[src/rtl/rv32i_types.sv]
// Shared RV32I types and line-buffer geometry used by the instruction-fetch path.
package rv32i_types;

   typedef logic [31:0] rv32i_word;

   typedef enum logic {
      IDLE = 1'b0,
      FILL = 1'b1
   } ifetch_state_t;

   localparam int LINE_W       = 256;
   localparam int OFFSET_W     = 5;
   localparam int WORD_SEL_MSB = 4;

endpackage

[src/rtl/ifetch_line_store.sv]
// Single-line instruction store: valid/tag/data registers, beat-wide write port
// and a combinational 32-bit word read mux.
module ifetch_line_store
   import rv32i_types::*;
#(
   parameter int ADDR_W = 32,
   parameter int BEAT_W = 64,
   parameter int BEATS  = 4
) (
   input  logic                         clk,
   input  logic                         rst,
   input  logic                         beat_we,
   input  logic [$clog2(BEATS)-1:0]     beat_idx,
   input  logic [BEAT_W-1:0]            beat_data,
   input  logic                         install,
   input  logic                         install_valid,
   input  logic [ADDR_W-OFFSET_W-1:0]   install_tag,
   input  logic                         inv,
   input  logic [WORD_SEL_MSB-2:0]      word_sel,
   output logic                         valid,
   output logic [ADDR_W-OFFSET_W-1:0]   tag,
   output rv32i_word                    word
);

   logic [BEAT_W*BEATS-1:0] line;

   always_ff @(posedge clk or posedge rst) begin
      if (rst) begin
         valid <= 1'b0;
         tag   <= '0;
         line  <= '0;
      end else begin
         if (beat_we)
            line[beat_idx*BEAT_W +: BEAT_W] <= beat_data;
         if (install)
            tag <= install_tag;
         // Invalidate wins over a coincident install so a flush is never lost.
         if (inv)
            valid <= 1'b0;
         else if (install)
            valid <= install_valid;
      end
   end

   assign word = line[word_sel*32 +: 32];

endmodule

[src/rtl/ifetch_line_buffer.sv]
// Instruction-fetch responder: one-line buffer with zero-cycle hits and a
// 4-beat burst refill from physical memory on a miss.
module ifetch_line_buffer
   import rv32i_types::*;
#(
   parameter int ADDR_W = 32,
   parameter int BEAT_W = 64,
   parameter int BEATS  = 4
) (
   input  logic              clk,
   input  logic              rst,
   input  logic              imem_read,
   input  logic [ADDR_W-1:0] imem_address,
   output rv32i_word         imem_rdata,
   output logic              imem_resp,
   input  logic              flush_i,
   output logic              pmem_read,
   output logic [ADDR_W-1:0] pmem_address,
   input  logic [BEAT_W-1:0] pmem_rdata,
   input  logic              pmem_resp
);

   localparam int CNT_W = $clog2(BEATS);
   localparam int TAG_W = ADDR_W - OFFSET_W;

   ifetch_state_t    state, state_next;
   logic [CNT_W-1:0] count;
   logic             flush_pend;
   logic             valid;
   logic [TAG_W-1:0] tag;
   rv32i_word        word;
   logic             hit, start_fill, beat_take, last_beat;

   assign hit        = valid && (tag == imem_address[ADDR_W-1:OFFSET_W])
                       && (state == IDLE) && !flush_i;
   assign start_fill = (state == IDLE) && imem_read && !hit;
   assign beat_take  = (state == FILL) && pmem_resp;
   assign last_beat  = beat_take && (count == CNT_W'(BEATS-1));

   always_ff @(posedge clk or posedge rst) begin
      if (rst)
         state <= IDLE;
      else
         state <= state_next;
   end

   always_comb begin
      state_next = state;
      case (state)
         IDLE: if (start_fill) state_next = FILL;
         FILL: if (last_beat)  state_next = IDLE;
         default: state_next = IDLE;
      endcase
   end

   always_comb begin
      pmem_read  = (state == FILL);
      imem_resp  = imem_read && hit;
      imem_rdata = imem_resp ? word : '0;
   end

   always_ff @(posedge clk or posedge rst) begin
      if (rst) begin
         count        <= '0;
         pmem_address <= '0;
         flush_pend   <= 1'b0;
      end else begin
         if (start_fill) begin
            pmem_address <= {imem_address[ADDR_W-1:OFFSET_W], {OFFSET_W{1'b0}}};
            count        <= '0;
         end else if (beat_take) begin
            count <= count + 1'b1;
         end
         // A flush seen during the burst must keep the arriving line invalid.
         if (state == IDLE)
            flush_pend <= 1'b0;
         else if (flush_i)
            flush_pend <= 1'b1;
      end
   end

   ifetch_line_store #(
      .ADDR_W (ADDR_W),
      .BEAT_W (BEAT_W),
      .BEATS  (BEATS)
   ) u_store (
      .clk           (clk),
      .rst           (rst),
      .beat_we       (beat_take),
      .beat_idx      (count),
      .beat_data     (pmem_rdata),
      .install       (last_beat),
      .install_valid (!(flush_pend || flush_i)),
      .install_tag   (pmem_address[ADDR_W-1:OFFSET_W]),
      .inv           (flush_i),
      .word_sel      (imem_address[WORD_SEL_MSB:2]),
      .valid         (valid),
      .tag           (tag),
      .word          (word)
   );

endmodule

[config.mk]
export PLATFORM = sky130hd
export DESIGN_NAME = ifetch_line_buffer
export DESIGN_NICKNAME = d
export VERILOG_FILES = /design/src/rtl/rv32i_types.sv /design/src/rtl/ifetch_line_store.sv /design/src/rtl/ifetch_line_buffer.sv
export SDC_FILE = /design/constraint.sdc
export NUM_CORES = 1
export LEC_CHECK = 0
export CORE_MARGIN = 3
export CORE_UTILIZATION = 35
export CTS_CLUSTER_DIAMETER = 120
export CTS_CLUSTER_SIZE = 12
export DETAILED_ROUTE_END_ITERATION = 16
export PLACE_DENSITY_LB_ADDON = 0.15
export SETUP_SLACK_MARGIN = 0.2
export SYNTH_ARGS = -nofsm -noshare
export SYNTH_HDL_FRONTEND = slang
export SYNTH_SLANG_ARGS = --single-unit
[constraint.sdc]
create_clock -name clk -period 18.5 [get_ports clk]
set_input_delay 3.7 -clock clk [delete_from_list [all_inputs] [get_ports clk]]
set_output_delay 3.7 -clock clk [all_outputs]
set_load 0.02 [all_outputs]
==> Word level (Yosys, flattened, before mapping) <==
Index checks and enable logic that the tools add are counted.
{ "word_totals": {"out_inout_bits": 66, "word_cells": 41, "regBits": 315, "inputBits": 101} }
{ "classes": {"n_eq_ne": 3, "mux": 11, "shifts": 3, "n_bitwise": 1, "reduce_logical": 14, "n_addsub": 2} }
{ "ops": {"columns": ["operator", "count"], "rows": [
  ["bitwise mux 256 bit", 1],
  ["variable shift 64 x 34 -> 256 bit, first input constant", 1],
  ["variable part select 256 x 9 -> 32 bit", 1],
  ["variable part select 64 x 34 -> 256 bit", 1],
  ["negator 8 -> 34 bit", 1],
  ["two-way mux 32 bit", 1],
  ["== test 27 bit", 1],
  ["logical AND 1 bit", 8],
  ["two-way mux 1 bit", 6],
  ["two-way mux 2 bit", 2],
  ["nonzero test 2 bit", 2],
  ["zero test 1 bit", 3],
  ["adder 2 x 1 -> 2 bit, second input constant", 1],
  ["== test 2 bit, second input constant", 1],
  ["inequality test 2 bit, second input constant", 1],
  ["one-hot mux 1 bit (2 select lines)", 1],
  ["logical OR 1 bit", 1],
  ["NOT 1 bit", 1]
]} }

==> Depth between registers and ports, before layout <==
Gate-level depths: netlist (run 1).
{ "depth": {"depth_word": 8, "ltp_mapped": 7, "depth_no_buf": 5} }

==> By module <==
Synthesis (run 1) repeated with hierarchy kept, for this count alone.
{ "unflattened": {"hier_cells": 1271, "area_unflattened_um2": 16372.0} }
{ "modules_own_cells": {"columns": ["module", "area_each_um2", "instances", "seq_area_each_um2", "cells_per_inst"], "rows": [
  ["ifetch_line_store", 14487.6, 1, 7106.8, 1113],
  ["ifetch_line_buffer", 1884.3, 1, 775.7, 158]
]} }

==> Worst setup path before layout (run 1) <==
OpenSTA, ideal clock, no wires.
{ "synth_timing": {"path_kind": "input-to-output", "from": "input port imem_address[2]", "to": "output port imem_rdata[10]", "t_required_ps": 14800, "cell_stages": 5, "arrival_time_ps": 4999, "slack_ps": 9801, "path_buffers": 2, "path_cell_list": "buf_2 -> buf_2 -> mux4_2 -> mux2i_1 -> nor2_1"} }
{ "synth_between": {"elab_chain_len": 2} }
{ "synth_lines": {"columns": ["item", "line_no", "text"], "rows": [
  ["start, declared", "ifetch_line_buffer.sv:13", "input logic [ADDR_W-1:0] imem_address,"],
  ["variable part select 256 x 9 -> 32 bit", "ifetch_line_store.sv:45", "assign word = line[word_sel*32 +: 32];"],
  ["two-way mux 32 bit", "ifetch_line_buffer.sv:59", "imem_rdata = imem_resp ? word : '0;"],
  ["end, declared", "ifetch_line_buffer.sv:14", "output rv32i_word imem_rdata,"]
]} }
Every way passes these cells.

==> Worst setup path after layout (run 1) <==
{ "layout_timing": {"from": "input port imem_address[29]", "to": "output port imem_rdata[10]"} }
{ "layout_between": {"elab_chain_len": 6} }
{ "layout_lines": {"columns": ["item", "line_no", "text"], "rows": [
  ["== test 27 bit", "ifetch_line_buffer.sv:34", "assign hit = valid && (tag == imem_address[ADDR_W-1:OFFSET_W])"],
  ["logical AND 1 bit", "ifetch_line_buffer.sv:34", null],
  ["logical AND 1 bit (2 in series)", "ifetch_line_buffer.sv:35", "&& (state == IDLE) && !flush_i;"],
  ["logical AND 1 bit", "ifetch_line_buffer.sv:58", "imem_resp = imem_read && hit;"],
  ["two-way mux 32 bit", "ifetch_line_buffer.sv:59", null]
]} }
Every way passes these cells.

==> impl_metrics.json, run 1 <==
{
  "cap_violations": 0,
  "area_growth_pct": 19.9,
  "fmax_ghz": 0.0938,
  "slew_viol_final": 0,
  "cts_sinks": 315,
  "path_cells": "clkdlybuf4s50_1 -> xnor2_1 -> nand4_1 -> nor4_2 -> nand3_2 -> nor2_1 -> clkdlybuf4s50_1",
  "r2r-start": "count[0]$_DFFE_PP0P_",
  "boundaryPins": 167,
  "dr_total_vias": 8579,
  "overflow": 0,
  "cts_tree": "built",
  "grt_start_max_net_pins": 127,
  "ys_seq_area_share_pct": 57.4,
  "clk_path_buf_depth": 3,
  "drive_gt1_share_pct": 17.4,
  "holdWs_ns": 0.480,
  "power_leakage_uw": 0.00730,
  "r2r.worst_path.cells": 6,
  "min_from": "flush_pend$_DFFE_PP0P_",
  "fin_cells": 1541,
  "max_stage_delay_ns": 0.88,
  "htreeDepth": 1,
  "rsz0062_at_grt": "no",
  "crit_path_top_delay_cell": "nand3_2",
  "tightest_slew_ns": 1.11,
  "seq_area_mm2": 0.00788,
  "routed_via_density": 5.57,
  "initial_core_util_pct": 36.0,
  "portBuffers": 159,
  "power.density_mw_per_mm2": 156,
  "clock_skew_ns": 0.0164,
  "min_period_ns": 10.66,
  "finalSetupTns_ns": 0,
  "async_flop_share_pct": 100,
  "path_clk_slew_ns": 0.06,
  "wl_um": 35200,
  "synth_warnings": 0,
  "startpoint_type": "primary input",
  "antenna_found_initial": 1,
  "route.detailed.drc": 0,
  "slew-limit-headroom_pct": 26.2,
  "critPathKind": "in -> out",
  "crit_path_max_fanout": 33,
  "insertion_delay_ns": 0.56,
  "synth.cell_area_mm2": 0.0137,
  "yosysTopAreaCell": "dfrtp_1",
  "die_area_mm2": 0.0416,
  "synth_edf_count": 0,
  "cts_setup_buffers": 0,
  "gpl.final_weighted_congestion": 0.701,
  "antenna_left": 0,
  "min_path_type": "reg -> reg",
  "critPathCaptureType": "primary output",
  "root_buffer": "clkbuf_16",
  "grt_pass1_wl_um": 55800,
  "peakVddDrop_v": 0.0000755,
  "finalSetupViolations": 0,
  "cts_buffers": 30,
  "nets": 1136,
  "netlist_instances": 911,
  "first_iter_violations": 565,
  "core_mm2": 0.0381,
  "diodes": 0,
  "die_y_um": 204,
  "hpwl_um": 20000,
  "worstHoldPathCells": 1,
  "synth_seq_cells": 315,
  "period_share_pct": 57.6,
  "fillers": 3443,
  "status": "finished clean",
  "drtPass1Iterations": 5,
  "post_cts_resized": 0,
  "ctsHoldBuffers": 0,
  "r2r_end": "u_store.line[42]$_DFFE_PP0P_",
  "crit_required_ns": 14.80,
  "yosys-top-cells-area": "dfrtp_1, a22o_1, mux4_2",
  "rows": 71,
  "fin_total_pwr_uw": 2560,
  "min_to": "flush_pend$_DFFE_PP0P_",
  "arrival_ns": 6.96,
  "hold_viol_final": 0,
  "worst-r2r-setup-slack_ns": 15.29,
  "multiInputGateArea_mm2": 0.00545,
  "place_inst": 1509,
  "ys.flop_type": "dfrtp_1",
  "synth_cell_type_count": 31,
  "avgSynthCellArea_um2": 15.1,
  "grt_pass1_vias": 9206,
  "setup_slack_ns": 7.84,
  "yosys.area.top_type_share_pct": 57.4,
  "preCtsSetupSlack_ns": 7.70,
  "post_drt_wl_per_cell_um": 22.8,
  "grt_util_all_layers_pct": 17.0,
  "cp_common_cell": "clkdlybuf4s50_1",
  "die_w_um": 204
}
[registers in the layout (all words and copies together) (netlist names)]
name	flops
pmem_read	1
u_store.tag	27
u_store.valid	1
count	2
pmem_address	27
flush_pend	1
u_store.line	256
[worst max-delay path, delay by kind of cell]
kind	cells	cell delay (ns)
xor+xnor	1	0.23
buf+inv	2	1.11
simple gates	4	1.89
[through the flow]
| step | utilization, % | instance area [µm²] |
|---|---|---|
| detailed placement | 41.1 | 15700 |
| finish | 43.2 | 16500 |
| CTS | 43.2 | 16500 |
| floorplan | - | 13700 |
| global placement | 41.1 | 15700 |
| global route | 43.2 | 16500 |
[layer usage]
metal / vias to the layer above / GRT usage [%] / share of wire [%]
met5: - / 0 / 0.037
met3: 41 / 3.44 / 5.4
li1: 3739 / - / -
met4: 2 / 2.85 / 1.4
met1: 4590 / 24.6 / 46
met2: 207 / 27.0 / 47
[how the worst max path moves through the flow]
stage,from,to,slack (ns),cells after the start
after floorplan,rst,count[0]$_DFFE_PP0P_,6.09,1
after global placement,imem_address[29],imem_rdata[28],7.74,7
after detailed placement,imem_address[29],imem_rdata[28],7.70,7
after CTS,imem_address[29],imem_rdata[28],7.69,7
after global routing,imem_address[19],imem_rdata[28],7.65,7
final,imem_address[29],imem_rdata[10],7.84,7
[logic make-up after synthesis]
kind of cell               Yosys count  share of synthesized area (%)
and+or+nand+nor                     59                           2.22
AOI/OAI and AO/OA                  260                           16.6
xor gates and xnor gates            28                           1.79
other                                1                         0.0273
adders and majority gates            5                          0.456
DFF                                315                           57.4
muxes                              150                           18.0
buffers and inverters               93                           3.49
[final cells by class]
class	instances	share of cell area (%)
Timing Repair Buffer	171	10.2
Tap cell	511	3.89
Clock inverter	1	0.0684
Sequential cell	315	47.9
Inverter	5	0.160
Clock buffer	31	4.71
Multi-Input combinational cell	507	33.1
[cells in the final DEF, fill, tap and decap left out, drive strengths merged]
cell,Yosys,final
dfrtp,315,315
ha,5,5
nor4,2,2
nand2,4,4
nor2,34,34
xnor2,28,28
conb,1,5
a211o,1,1
a21oi,1,1
nor4b,3,3
a22o,256,256
mux4,64,64
buf,56,15
clkbuf,32,31
nor3b,1,1
clkdlybuf4s50,0,156
nand3,6,6
mux2i,32,32
and2,1,1
a21boi,1,1
o21a,1,1
inv,5,6
nor3,1,1
nand4,7,7
mux2,54,54
[power breakdown]
part | internal, µW | switching (µW) | leakage (µW)
Sequential | 1020 | 197 | 0.00422
Clock | 293 | 246 | 0.000388
Combinational | 496 | 313 | 0.00268
[cell usage after synthesis, types with 4 or more instances]
| cell type | number |
|---|---|
| xnor2_1 | 28 |
| mux2_2 | 27 |
| buf_2 | 42 |
| mux2_4 | 27 |
| dfrtp_1 | 315 |
| nand3_1 | 6 |
| mux4_2 | 64 |
| nor2_1 | 34 |
| a22o_1 | 256 |
| buf_4 | 7 |
| clkbuf_1 | 32 |
| nand2_1 | 4 |
| nand4_1 | 7 |
| inv_1 | 5 |
| mux2i_1 | 32 |
| ha_1 | 5 |
Power figures use the tool's default switching activity.
==> run 2, diff against run 1 <==
==> constraint.sdc (replaced) <==
create_clock -name clk -period 10.5 [get_ports clk]
set_input_delay 2.1 -clock clk [delete_from_list [all_inputs] [get_ports clk]]
set_output_delay 2.1 -clock clk [all_outputs]
set_load 0.02 [all_outputs]
==> run 2 against run 1 <==
  * Setup slack got worse by 4.7 ns
  * Critical path depth is the same
  * Clock skew is 0.0090 ns lower
  * Flip-flop and latch count unchanged
  * Non-clock buffer count increased by 4
  * First-iteration DRC count decreased by 13%
  * Clock power is 77% higher
  * Via count up 1.0%
  * Clock-buffer cell count unchanged
  * Register-to-register slack got worse by 7.6 ns
  * Cell count up 0.32%
  * Critical path type unchanged
==> impl_metrics.json, run 2 (same netlist as run 1, synthesis figures left out) <==
{
  "cts_tree": "built",
  "cap_violations": 0,
  "clk_path_buf_depth": 3,
  "cts_setup_buffers": 0,
  "rsz0062_at_grt": "no",
  "slew_viol_final": 0,
  "worstHoldPathCells": 1,
  "fillers": 3463,
  "dr_total_vias": 8669,
  "initial_core_util_pct": 36.0,
  "first_iter_violations": 493,
  "p_seq_share_pct": 47.3,
  "hpwl_um": 20000,
  "r2r.worst_path.cells": 7,
  "core_mm2": 0.0381,
  "crit_required_ns": 8.40,
  "regMostFlops": "u_store.line",
  "rows": 71,
  "power.density_mw_per_mm2": 274,
  "final_common_cell": "dfrtp_1",
  "routed_via_density": 5.61,
  "post_drt_wl_per_cell_um": 22.8,
  "die_y_um": 204,
  "grt_start_max_net_pins": 153,
  "drive_gt1_share_pct": 17.7,
  "crit_path_max_fanout": 33,
  "drtPass1Iterations": 5,
  "busiest_layer": "met2",
  "tightest_slew_ns": 0.988,
  "antenna_left": 0,
  "power_leakage_uw": 0.00731,
  "intPower_uw": 3190,
  "period_share_pct": 70.4,
  "hold_viol_final": 0,
  "place_area_mm2": 0.0157,
  "clock_skew_ns": 0.00742,
  "peakVddDrop_v": 0.000149,
  "switchingPower_uw": 1330,
  "insertion_delay_ns": 0.55,
  "critPathKind": "in -> out",
  "comb_power_share_pct": 31.5,
  "root_buffer": "clkbuf_16",
  "grt.met3_usage_pct": 3.55,
  "finalSetupViolations": 0,
  "netSwitchingFraction_pct": 29.5,
  "globalRouteMet2Util_pct": 26.8,
  "status": "finished clean",
  "nets": 1140,
  "die_area_mm2": 0.0416,
  "min_path_type": "reg -> reg",
  "mostFrequentLayoutCells": "dfrtp_1, a22o_1, clkdlybuf4s50_1",
  "area_growth_pct": 20.1,
  "multiInputGateArea_mm2": 0.00543,
  "grt_pass1_vias": 9415,
  "finalSetupTns_ns": 0,
  "post_cts_resized": 0,
  "cts_buffers": 30,
  "grt_util_all_layers_pct": 17.1,
  "boundaryPins": 167,
  "antenna_found_initial": 3,
  "startpoint_type": "primary input",
  "arrival_ns": 5.29,
  "overflow": 0,
  "postLayoutCellArea_mm2": 0.0165,
  "cts_sinks": 315,
  "reg_top3": "u_store.line (256), pmem_address (27), u_store.tag (27)",
  "clock_power_share_pct": 21.1,
  "gpl.final_weighted_congestion": 0.709,
  "path_clk_slew_ns": 0.06,
  "largest_reg_flops": 256,
  "portBuffers": 159,
  "min_period_ns": 7.39,
  "htreeDepth": 1,
  "critPathCaptureType": "primary output",
  "holdWs_ns": 0.480,
  "grt_pass1_wl_um": 56200,
  "grtUsageMet1_pct": 24.5,
  "wl_um": 35300,
  "fmax_ghz": 0.135,
  "seq_area_mm2": 0.00788,
  "fin_util_pct": 43.2,
  "route.detailed.drc": 0,
  "slew-limit-headroom_pct": 34.0,
  "ctsHoldBuffers": 0,
  "die_w_um": 204
}
==> run 2: worst paths after layout <==
path                                             start                            to  slack [ns]
worst min-delay path            flush_pend$_DFFE_PP0P_        flush_pend$_DFFE_PP0P_        0.48
max in group asynchronous                          rst  u_store.line[11]$_DFFE_PP0P_        6.35
min in group asynchronous                          rst    u_store.tag[0]$_DFFE_PP0P_        2.04
worst min register to register  flush_pend$_DFFE_PP0P_        flush_pend$_DFFE_PP0P_        0.48
worst max register to register    count[0]$_DFFE_PP0P_  u_store.line[10]$_DFFE_PP0P_        7.69
worst max-delay path                  imem_address[29]                imem_rdata[12]        3.11
==> run 2: area by class of cell <==
type	instances	share of cell area, %
clock inverter	1	0.0684
sequential	315	47.8
tap	511	3.88
timing repair buffer	175	10.4
antenna	1	0.0152
inverter	5	0.137
clock buffer	31	4.71
multi-input combinational	507	32.9
==> run 2: layer usage <==
layer	wire, µm	vias to the layer above
met5	20	-
met4	707	4
met3	1920	50
met2	16400	209
met1	16300	4655
li1	-	3751
==> run 2: power by group through the flow <==
stage | sequential (µW) | clock [µW] | combinational (µW)
after floorplan | 2110 | 0 | 1040
after global placement | 2130 | 0 | 1420
after detailed placement | 2140 | 0 | 1450
after CTS | 2130 | 993 | 1450
after global routing | 2210 | 1030 | 1550
final | 2140 | 955 | 1430
==> run 2: stage by stage <==
step | instances | total power (µW) | setup WS, ns
2_1_floorplan | 915 | 3160 | 4.20
3_3_place_gp | 1513 | 3550 | 3.05
5_1_grt | 1545 | 4800 | 2.88
6_report | 1546 | 4520 | 3.11
4_1_cts | 1545 | 4580 | 3.03
3_5_place_dp | 1513 | 3590 | 3.04
==> run 2: worst max-delay path, cell delays in order <==
cell and delay (ns):
clkdlybuf4s50_1 0.46, xnor2_1 0.23, nand4_1 0.14, nor4_2 0.37, nand3_2 0.83, nor2_1 0.47
clkdlybuf4s50_1 0.67
